--- src/rtl/rgb_led_pkg.sv ---
// rtl/rgb_led_pkg.sv - colour playlist constants and scheduler state encoding
package rgb_led_pkg;

    localparam logic [23:0] COL_RED    = 24'hdc143c;
    localparam logic [23:0] COL_ORANGE = 24'hff4500;
    localparam logic [23:0] COL_YELLOW = 24'hffd700;
    localparam logic [23:0] COL_BLUE   = 24'h1e90ff;
    localparam logic [23:0] COL_INDIGO = 24'h0000cd;
    localparam logic [23:0] COL_PURPLE = 24'h9400d3;
    localparam logic [23:0] COL_WHITE  = 24'hffffff;

    localparam int NCOLOUR = 6;

    typedef enum logic [1:0] {
        S_UP   = 2'd0,
        S_DOWN = 2'd1,
        S_ADV  = 2'd2
    } sched_state_t;

    function automatic logic [23:0] colour_lookup(input logic [2:0] idx);
        case (idx)
            3'd0:    colour_lookup = COL_RED;
            3'd1:    colour_lookup = COL_ORANGE;
            3'd2:    colour_lookup = COL_YELLOW;
            3'd3:    colour_lookup = COL_BLUE;
            3'd4:    colour_lookup = COL_INDIGO;
            3'd5:    colour_lookup = COL_PURPLE;
            default: colour_lookup = COL_RED;
        endcase
    endfunction

endpackage

--- src/rtl/btn_debounce.sv ---
// rtl/btn_debounce.sv - two-flop synchroniser plus stable-level debouncer
module btn_debounce #(
    parameter int DEB_CYCLES = 1000000
) (
    input  logic clk,
    input  logic rst,
    input  logic btn,
    output logic deb,
    output logic rise
);
    localparam int CW = $clog2(DEB_CYCLES + 1);

    logic          sync1;
    logic          sync2;
    logic [CW-1:0] cnt;

    always_ff @(posedge clk or posedge rst) begin
        if (rst) begin
            sync1 <= 1'b0;
            sync2 <= 1'b0;
            cnt   <= '0;
            deb   <= 1'b0;
            rise  <= 1'b0;
        end else begin
            sync1 <= btn;
            sync2 <= sync1;
            rise  <= 1'b0;
            // any sample matching the current level restarts the stability count
            if (sync2 != deb) begin
                if (cnt == CW'(DEB_CYCLES - 1)) begin
                    deb  <= sync2;
                    rise <= sync2;
                    cnt  <= '0;
                end else begin
                    cnt <= cnt + 1'b1;
                end
            end else begin
                cnt <= '0;
            end
        end
    end

endmodule

--- src/rtl/rgb_breath_scheduler.sv ---
// rtl/rgb_breath_scheduler.sv - colour playlist and breathing ramp sequencer feeding the PWM engine
module rgb_breath_scheduler
    import rgb_led_pkg::*;
#(
    parameter int TICK_DIV   = 100000,
    parameter int STEPS      = 1000,
    parameter int STEP       = 100,
    parameter int BRIGHT_W   = 17,
    parameter int DEB_CYCLES = 1000000
) (
    input  logic                clk,
    input  logic                rst,
    input  logic                btn,
    output logic [23:0]         cfg_colour,
    output logic [BRIGHT_W-1:0] cfg_bright,
    output logic                cfg_valid,
    input  logic                cfg_ready,
    output logic [2:0]          colour_idx,
    output logic                paused
);
    localparam int TW = $clog2(TICK_DIV + 1);
    localparam int RW = $clog2(STEPS + 1);
    localparam logic [BRIGHT_W-1:0] BMAX  = BRIGHT_W'(STEP * STEPS);
    localparam logic [BRIGHT_W-1:0] BSTEP = BRIGHT_W'(STEP);

    sched_state_t        state;
    logic [TW-1:0]       tick_cnt;
    logic [RW-1:0]       ramp_cnt;
    logic [BRIGHT_W-1:0] bright;
    logic [BRIGHT_W-1:0] bright_q;
    logic [2:0]          idx;
    logic [23:0]         eff_q;
    logic                dirty;
    logic                deb;
    logic                deb_rise;

    btn_debounce #(.DEB_CYCLES(DEB_CYCLES)) u_debounce (
        .clk  (clk),
        .rst  (rst),
        .btn  (btn),
        .deb  (deb),
        .rise (deb_rise)
    );

    logic        tick;
    logic        step;
    logic        running;
    logic [23:0] eff_colour;
    logic        pending;
    logic        load;

    // a button edge wins over a coincident tick: the tick is dropped
    assign tick       = !paused && (tick_cnt == TW'(TICK_DIV - 1));
    assign step       = tick && !deb_rise;
    assign running    = !paused && !deb_rise;
    assign eff_colour = deb ? COL_WHITE : colour_lookup(idx);
    assign pending    = dirty || (eff_colour != eff_q) || (bright != bright_q);
    assign load       = pending && (!cfg_valid || cfg_ready);
    assign colour_idx = idx;

    always_ff @(posedge clk or posedge rst) begin
        if (rst) begin
            state    <= S_UP;
            ramp_cnt <= '0;
            bright   <= '0;
            idx      <= 3'd0;
        end else begin
            case (state)
                S_UP: if (step) begin
                    bright <= (bright >= BMAX - BSTEP) ? BMAX : bright + BSTEP;
                    if (ramp_cnt == RW'(STEPS - 1)) begin
                        ramp_cnt <= '0;
                        state    <= S_DOWN;
                    end else begin
                        ramp_cnt <= ramp_cnt + 1'b1;
                    end
                end
                S_DOWN: if (step) begin
                    bright <= (bright <= BSTEP) ? '0 : bright - BSTEP;
                    if (ramp_cnt == RW'(STEPS - 1)) begin
                        ramp_cnt <= '0;
                        state    <= S_ADV;
                    end else begin
                        ramp_cnt <= ramp_cnt + 1'b1;
                    end
                end
                S_ADV: if (running) begin
                    idx   <= (idx == 3'(NCOLOUR - 1)) ? 3'd0 : idx + 3'd1;
                    state <= S_UP;
                end
                default: begin
                    state    <= S_UP;
                    ramp_cnt <= '0;
                    bright   <= '0;
                    idx      <= 3'd0;
                end
            endcase
        end
    end

    always_ff @(posedge clk or posedge rst) begin
        if (rst) begin
            tick_cnt   <= '0;
            paused     <= 1'b0;
            dirty      <= 1'b1;
            eff_q      <= COL_WHITE;
            bright_q   <= '0;
            cfg_colour <= COL_WHITE;
            cfg_bright <= '0;
            cfg_valid  <= 1'b0;
        end else begin
            if (!paused)
                tick_cnt <= (tick_cnt == TW'(TICK_DIV - 1)) ? '0 : tick_cnt + 1'b1;
            if (deb_rise)
                paused <= !paused;
            eff_q    <= eff_colour;
            bright_q <= bright;
            dirty    <= pending && !load;
            // changes that arrive while the channel is stalled coalesce into one update
            if (load) begin
                cfg_colour <= eff_colour;
                cfg_bright <= bright;
                cfg_valid  <= 1'b1;
            end else if (cfg_valid && cfg_ready) begin
                cfg_valid <= 1'b0;
            end
        end
    end

endmodule
--- config.mk ---
export PLATFORM = sky130hd
export DESIGN_NAME = rgb_breath_scheduler
export DESIGN_NICKNAME = d
export VERILOG_FILES = /design/src/rtl/rgb_led_pkg.sv /design/src/rtl/btn_debounce.sv /design/src/rtl/rgb_breath_scheduler.sv
export SDC_FILE = /design/constraint.sdc
export NUM_CORES = 1
export LEC_CHECK = 0
export CORE_ASPECT_RATIO = 1.5
export CORE_MARGIN = 2
export CORE_UTILIZATION = 42
export CTS_CLUSTER_SIZE = 20
export DETAILED_ROUTE_END_ITERATION = 10
export DONT_BUFFER_PORTS = 1
export GPL_TIMING_DRIVEN = 0
export PLACE_DENSITY = 0.61
export REMOVE_ABC_BUFFERS = 1
export SLEW_MARGIN = 20
export SYNTH_ARGS = -nofsm -noshare
export SYNTH_HDL_FRONTEND = slang
export SYNTH_HIERARCHICAL = 1
export SYNTH_SLANG_ARGS = --single-unit
--- constraint.sdc ---
create_clock -name clk -period 4.1 [get_ports clk]
set_input_delay 0.615 -clock clk [delete_from_list [all_inputs] [get_ports clk]]
set_output_delay 0.615 -clock clk [all_outputs]
set_load 0.02 [all_outputs]
# Yosys cells after proc, flatten, opt, wreduce, memory -nomap -nowiden
# Index checks and enable logic that the tools add are counted.
[totals]
register_bits = 158
input_bits = 4
output_inout_bits = 46
elab_cells = 93
[op_classes]
addsub = 6
magnitude_cmp = 2
n_eq_ne = 19
mux = 26
bitwise_logic = 2
reduce_logical = 21
[ops]
columns = ["op", "count"]
rows = [
  ["one-hot mux 24 bit (5 select lines)", 1],
  ["two-way mux 17 bit", 5],
  ["one-hot mux 17 bit (3 select lines)", 1],
  ["two-way mux 20 bit", 2],
  ["two-way mux 24 bit", 1],
  ["!= test 24 bit", 1],
  ["adder 20 x 1 -> 20 bit, second input constant", 1],
  ["== test 20 bit, second input constant", 1],
  ["two-way mux 10 bit", 2],
  ["one-hot mux 10 bit (2 select lines)", 1],
  ["adder 17 x 1 -> 17 bit, second input constant", 1],
  ["adder 17 x 7 -> 17 bit, second input constant", 1],
  ["== test 17 bit, second input constant", 1],
  [">= comparator 17 bit, second input constant", 1],
  ["less-or-equal comparator 17 x 7 -> 1 bit, second input constant", 1],
  ["!= test 17 bit", 1],
  ["subtractor 17 x 7 -> 17 bit, second input constant", 1],
  ["adder 10 x 1 -> 10 bit, second input constant", 1],
  ["== test 10 bit, second input constant", 1],
  ["two-way mux 2 bit", 5],
  ["!= test 2 bit, second input constant", 5],
  ["== test 3 x 2 -> 1 bit, second input constant", 2],
  ["== test 3 bit, second input constant", 2],
  ["logical AND 1 bit", 6],
  ["19 further kinds", 31],
]

# Depth between registers and ports, before layout
[depth]
depth_word = 9
mapped_depth = 13
ltp_nobuf = 8

# Cells and area by module
# Netlist, hierarchy kept.
[modules_own_cells]
columns = ["module", "n_inst", "cells_per_inst", "area_each_um2", "seq_area_each_um2"]
rows = [
  ["rgb_breath_scheduler", 1, 603, 6105.9, 2791.4],
  ["btn_debounce", 1, 108, 1188.6, 600.6],
]

# Worst setup path after synthesis
# OpenSTA, ideal clock, no wires.
[synth_path]
kind = "reg-to-reg"
start = "register idx[1] (netlist: colour_idx[1])"
end = "register cfg_bright[10]"
t_arrival_ps = 3124
t_required_ps = 3975
slack_ps = 850
stages_incl_launch_ff = 14
n_path_buf = 5
path_cell_list = "dfrtp_1 > buf_2 > buf_2 > buf_2 > and2_1 > ha_1 > buf_6 > or2_4 > or4_1 > o2bb2ai_1 > nor4_2 > a31oi_1 > buf_6 > mux2_4"
[synth_via]
elab_chain_len = 7
word_cells_on_any_way = 11
classes_between = "6 x eq/ne; 2 x mux; 3 x reduce/logical"
[synth_rtl]
columns = ["element", "line", "source"]
rows = [
  ["start: declaration", "rgb_breath_scheduler.sv:31", "logic [2:0] idx;"],
  ["start signal: assignment", "rgb_breath_scheduler.sv:88", "idx <= (idx == 3'(NCOLOUR - 1)) ? 3'd0 : idx + 3'd1;"],
  ["== test 3 bit (tied with other cells)", "rgb_led_pkg.sv:21", "case (idx)"],
  ["one-hot mux 24 bit (5 select lines) (*)", "rgb_led_pkg.sv:21", ""],
  ["two-way mux 24 bit (*)", "rgb_breath_scheduler.sv:56", "assign eff_colour = deb ? COL_WHITE : colour_lookup(idx);"],
  ["!= test 24 bit (*)", "rgb_breath_scheduler.sv:57", "assign pending = dirty || (eff_colour != eff_q) || (bright != bright_q);"],
  ["logical OR 1 bit (*) (2 in a row)", "rgb_breath_scheduler.sv:57", ""],
  ["logical AND 1 bit (*)", "rgb_breath_scheduler.sv:58", "assign load = pending && (!cfg_valid || cfg_ready);"],
  ["end signal: assignment", "rgb_breath_scheduler.sv:122", "cfg_bright <= bright;"],
  ["end: declaration", "rgb_breath_scheduler.sv:15", "output logic [BRIGHT_W-1:0] cfg_bright,"],
]
# Every way passes the cells marked *; elsewhere a longest branch is shown, timed or not.
# A chain may end at the register's enable or synchronous reset.

# Final worst setup path
[layout_path]
start = "register idx[2] (netlist: colour_idx[2])"
end = "register cfg_bright[6]"
# Same word-level chain as after synthesis.

==> flow_results.xml <==
<?xml version="1.0" encoding="UTF-8"?>
<metrics>
  <group name="finish">
    <metric name="finish.cell_count_without_fillers" unit="">909</metric>
    <metric name="layout-drive-gt1-share" unit="%">18.7</metric>
    <metric name="nNetsFinal" unit="">695</metric>
    <metric name="design_area" unit="mm²">0.00798</metric>
    <metric name="diodes" unit="">0</metric>
    <metric name="layout-area-overhead-vs-synth" unit="%">9.35</metric>
  </group>
  <group name="run">
    <metric name="max-cap-violations" unit="">0</metric>
  </group>
  <group name="critical_path">
    <metric name="critical_path_peak_fanout" unit="">26</metric>
    <metric name="crit_slowest_cell" unit="">sky130_fd_sc_hd__dfrtp_2</metric>
    <metric name="critical-path-max-stage-delay" unit="ps">720</metric>
    <metric name="worstSetupEndpointType" unit="">flip-flop</metric>
    <metric name="rr_endpoint" unit="">cfg_bright[6]$_DFFE_PP0P_</metric>
    <metric name="worst-path-stages" unit="">9</metric>
    <metric name="ff2ff_setup_slack" unit="ps">390</metric>
    <metric name="cp_cell_sequence" unit="">inv_1 &gt; ha_1 &gt; or4_1 &gt; a221oi_1 &gt; a2111oi_0 &gt; nor4_1 &gt; a31oi_4 &gt; buf_16 &gt; mux2_4</metric>
    <metric name="timing.critical_path.max_delay_family" unit="">simple AND/OR/NAND/NOR gates</metric>
    <metric name="cp_data_required_time" unit="ps">4410</metric>
    <metric name="critical_path_arrival" unit="ps">4020</metric>
    <metric name="reg2reg_depth" unit="">9</metric>
    <metric name="reg2reg_start" unit="">colour_idx[2]$_DFFE_PP0P_</metric>
    <metric name="critPathBufInv" unit="">2</metric>
    <metric name="path_class" unit="">flip-flop to flip-flop</metric>
    <metric name="kind_of_start_point_of_the_critical_path" unit="">flip-flop</metric>
  </group>
  <group name="pwr">
    <metric name="power_frac_seq" unit="%">47.5</metric>
    <metric name="p_leak" unit="µW">0.00345</metric>
    <metric name="p_switching" unit="µW">651</metric>
    <metric name="internal_power" unit="µW">2210</metric>
    <metric name="vdd_ir_drop_max" unit="mV">0.255</metric>
    <metric name="p_comb_share" unit="%">1.7</metric>
    <metric name="power_density" unit="mW/mm²">359</metric>
    <metric name="power_switching_share" unit="%">22.8</metric>
    <metric name="p_clk_share" unit="%">50.8</metric>
  </group>
  <group name="sta">
    <metric name="pins_over_their_slew_limit" unit="">0</metric>
    <metric name="grt_setup_unrepaired" unit="">no</metric>
    <metric name="timing_worst_slew_pin_value" unit="ps">1080</metric>
    <metric name="finalClockSkew" unit="ps">10.9</metric>
    <metric name="final_critical_path_setup_slack" unit="ps">389</metric>
    <metric name="finalSetupViolCount" unit="">0</metric>
    <metric name="final_period_minus_worst_setup_slack" unit="ps">3710</metric>
    <metric name="max_clock_freq" unit="GHz">0.269</metric>
    <metric name="finalHoldViolCount" unit="">0</metric>
    <metric name="timing.final.crit_share" unit="%">90.5</metric>
    <metric name="worst_slew_margin_rel" unit="%">27.5</metric>
    <metric name="timing.hold.ws" unit="ps">122</metric>
  </group>
  <group name="place">
    <metric name="placement.io_buffers" unit="">0</metric>
    <metric name="detailed_place.area" unit="mm²">0.00741</metric>
    <metric name="routabilityCongestion" unit="">0.901</metric>
    <metric name="detailedPlacementHpwl" unit="µm">11000</metric>
    <metric name="placedCellCount" unit="">877</metric>
    <metric name="place_ws" unit="ps">-190</metric>
  </group>
  <group name="synth">
    <metric name="synthMostInstantiatedCell" unit="">sky130_fd_sc_hd__dfrtp_1</metric>
    <metric name="yosysSeqAreaShare" unit="%">46.5</metric>
    <metric name="synth_enable_flop_cells" unit="">0</metric>
    <metric name="yosys_most_used_dff" unit="">sky130_fd_sc_hd__dfrtp_1</metric>
    <metric name="netlist.top_cell.by_area" unit="">sky130_fd_sc_hd__dfrtp_1</metric>
    <metric name="cell_area_after_synthesis" unit="mm²">0.00729</metric>
    <metric name="netlist-cell-type-count" unit="">75</metric>
    <metric name="top_cells_by_instance_count_after_synthesis" unit="">103 x sky130_fd_sc_hd__dfrtp_1, 55 x sky130_fd_sc_hd__nor2_1, 44 x sky130_fd_sc_hd__o21ai_0</metric>
    <metric name="ys_ff_latch" unit="">134</metric>
    <metric name="post_synth.cell_area_avg" unit="µm²">10.3</metric>
    <metric name="async_flop_share" unit="%">100</metric>
    <metric name="post-synth-top-area-fraction" unit="%">35.3</metric>
    <metric name="synth.yosys.warnings" unit="">6</metric>
    <metric name="synth_area_leaders" unit="">sky130_fd_sc_hd__dfrtp_1 35%, sky130_fd_sc_hd__dfstp_2 11%, sky130_fd_sc_hd__mux2_4 6.4%</metric>
    <metric name="syn_inst" unit="">711</metric>
  </group>
  <group name="detailed_routing">
    <metric name="route.vias.total" unit="">5284</metric>
    <metric name="drt-wirelength-per-cell" unit="µm">17.7</metric>
    <metric name="iter_0_drt_violations" unit="">274</metric>
    <metric name="ant_nets" unit="">0</metric>
    <metric name="drt_pre_antenna_iters" unit="">4</metric>
    <metric name="route.detailed.vias_per_inst" unit="">5.81</metric>
    <metric name="drt-total-wl" unit="µm">16100</metric>
    <metric name="post-route-drc-count" unit="">0</metric>
  </group>
  <group name="grt">
    <metric name="grt_first_pass_wirelength" unit="µm">26900</metric>
    <metric name="top_usage_layer" unit="">met2</metric>
    <metric name="overflow" unit="">0</metric>
    <metric name="groute.layer.met3.usage" unit="%">4.20</metric>
    <metric name="antenna_found_initial" unit="">0</metric>
    <metric name="grt_use_met2" unit="%">32.0</metric>
    <metric name="grtUsageTotal" unit="%">18.0</metric>
    <metric name="number_of_global_route_vias_before_repair" unit="">5315</metric>
    <metric name="met1_usage" unit="%">21.3</metric>
    <metric name="grt_start_max_net_pins" unit="">61</metric>
  </group>
  <group name="clock_network">
    <metric name="cts_hold_buffers" unit="">0</metric>
    <metric name="clock_sinks" unit="">134</metric>
    <metric name="cts.clk_slew.worst_paths" unit="ps">60</metric>
    <metric name="clock-root-buffer" unit="">sky130_fd_sc_hd__clkbuf_16</metric>
    <metric name="cts_made_buffers" unit="">17</metric>
    <metric name="worstSkewPairLatency" unit="ps">420</metric>
    <metric name="cts_tree" unit="">built</metric>
    <metric name="max-clock-path-buffers" unit="">2</metric>
    <metric name="cts_max_level" unit="">4</metric>
  </group>
  <group name="die">
    <metric name="die_w" unit="µm">112</metric>
    <metric name="initial_core_util" unit="%">42.4</metric>
    <metric name="ios" unit="">50</metric>
    <metric name="rows" unit="">59</metric>
    <metric name="core-area" unit="mm²">0.0172</metric>
    <metric name="dieArea" unit="mm²">0.0185</metric>
    <metric name="die_h" unit="µm">165</metric>
  </group>
  <group name="run_status">
    <metric name="run_status" unit="">finished, final reports clean</metric>
  </group>
  <group name="min_path">
    <metric name="min-delay-path-class" unit="">input pin to async pin</metric>
  </group>
</metrics>
-- layer usage --
metal / wire [µm] / vias up
met3: 436 / 17
li1: - / 2518
met2: 8520 / 79
met1: 6880 / 2670
met4: 278 / 0
met5: 0 / -
-- cells by family after synthesis --
logic type	after synthesis	synth area share (%)
flops	134	46.5
fa+ha+maj	8	1.37
xor+xnor	52	6.24
buf+inv	73	5.03
mux	34	6.79
compound gates	164	15.1
other cells	1	0.0514
simple gates	245	18.9
-- power by group through the flow --
stage	Sequential [µW]	Combinational, µW	Clock [µW]
floorplan	1380	36.8	0
global placement	1380	46.3	0
detailed placement	1380	50.9	0
CTS	1360	51.4	1480
global route	1360	56.2	1540
finish	1360	48.4	1450
-- placed cells by master (no fill, tap or decap), types with 4 or more instances in the layout --
cell type / n
sky130_fd_sc_hd__dfrtp_1: 100
sky130_fd_sc_hd__nor2_1: 54
sky130_fd_sc_hd__o21ai_0: 44
sky130_fd_sc_hd__nand2_1: 38
sky130_fd_sc_hd__xor2_1: 34
sky130_fd_sc_hd__mux2_4: 31
sky130_fd_sc_hd__dfstp_2: 31
sky130_fd_sc_hd__a21oi_1: 30
sky130_fd_sc_hd__nand3_1: 21
sky130_fd_sc_hd__inv_1: 20
sky130_fd_sc_hd__xnor2_1: 18
sky130_fd_sc_hd__nor3_1: 17
sky130_fd_sc_hd__clkbuf_16: 17
sky130_fd_sc_hd__nand2b_1: 16
sky130_fd_sc_hd__o31ai_1: 12
sky130_fd_sc_hd__and3_1: 11
sky130_fd_sc_hd__nand4_1: 10
sky130_fd_sc_hd__nor4_1: 10
sky130_fd_sc_hd__o211ai_1: 9
sky130_fd_sc_hd__or3_1: 8
sky130_fd_sc_hd__or2_2: 8
sky130_fd_sc_hd__ha_1: 8
sky130_fd_sc_hd__or4_1: 7
sky130_fd_sc_hd__a211oi_1: 7
sky130_fd_sc_hd__a31oi_1: 6
sky130_fd_sc_hd__nor2b_1: 6
sky130_fd_sc_hd__o22ai_1: 6
sky130_fd_sc_hd__o2bb2ai_1: 5
sky130_fd_sc_hd__nor3b_1: 5
sky130_fd_sc_hd__a221oi_1: 4
sky130_fd_sc_hd__inv_6: 4
-- timing repair --
item,in CTS,in global routing
resized for setup,1,3
setup buffers,0,0
setup endpoints to repair,26,26
cloned,0,0
-- per-stage QoR --
step / TNS, ps / power [µW] / util (%)
after CTS: 0 / 2890 / 46.3
after floorplan: -37110 / 1420 / -
after global routing: 0 / 2960 / 46.4
final: 0 / 2860 / 46.4
after global placement: -136620 / 1430 / 42.3
after detailed placement: -3960 / 1430 / 43.1
-- worst max-delay path by stage --
stage | from | to | slack [ps]
2_1_floorplan | colour_idx[2]$_DFFE_PP0P_ | cfg_bright[10]$_DFFE_PP0P_ | -1240
3_3_place_gp | colour_idx[2]$_DFFE_PP0P_ | cfg_bright[5]$_DFFE_PP0P_ | -2990
3_5_place_dp | colour_idx[2]$_DFFE_PP0P_ | cfg_bright[6]$_DFFE_PP0P_ | -190
4_1_cts | colour_idx[0]$_DFFE_PP0P_ | cfg_bright[6]$_DFFE_PP0P_ | 100
5_1_grt | colour_idx[2]$_DFFE_PP0P_ | cfg_bright[6]$_DFFE_PP0P_ | 130
6_report | colour_idx[2]$_DFFE_PP0P_ | cfg_bright[6]$_DFFE_PP0P_ | 390
-- sequential cells by signal, indices dropped and copies added (netlist names), 3 cells and up --
| name | flops |
|---|---|
| cfg_colour | 15 |
| ramp_cnt | 10 |
| u_debounce/cnt | 20 |
| bright | 15 |
| colour_idx | 3 |
| tick_cnt | 17 |
| bright_q | 15 |
| cfg_bright | 15 |
| eff_q | 15 |
-- layout make-up --
class                      count  area [µm²]
tap                          213         267
multi-input combinational    505        3570
clock inverter                13         120
fill                        1587        9220
timing repair buffer           4        93.8
sequential                   134        3400
inverter                      21        83.8
clock buffer                  19         443
(Power assumes the default switching activity.)
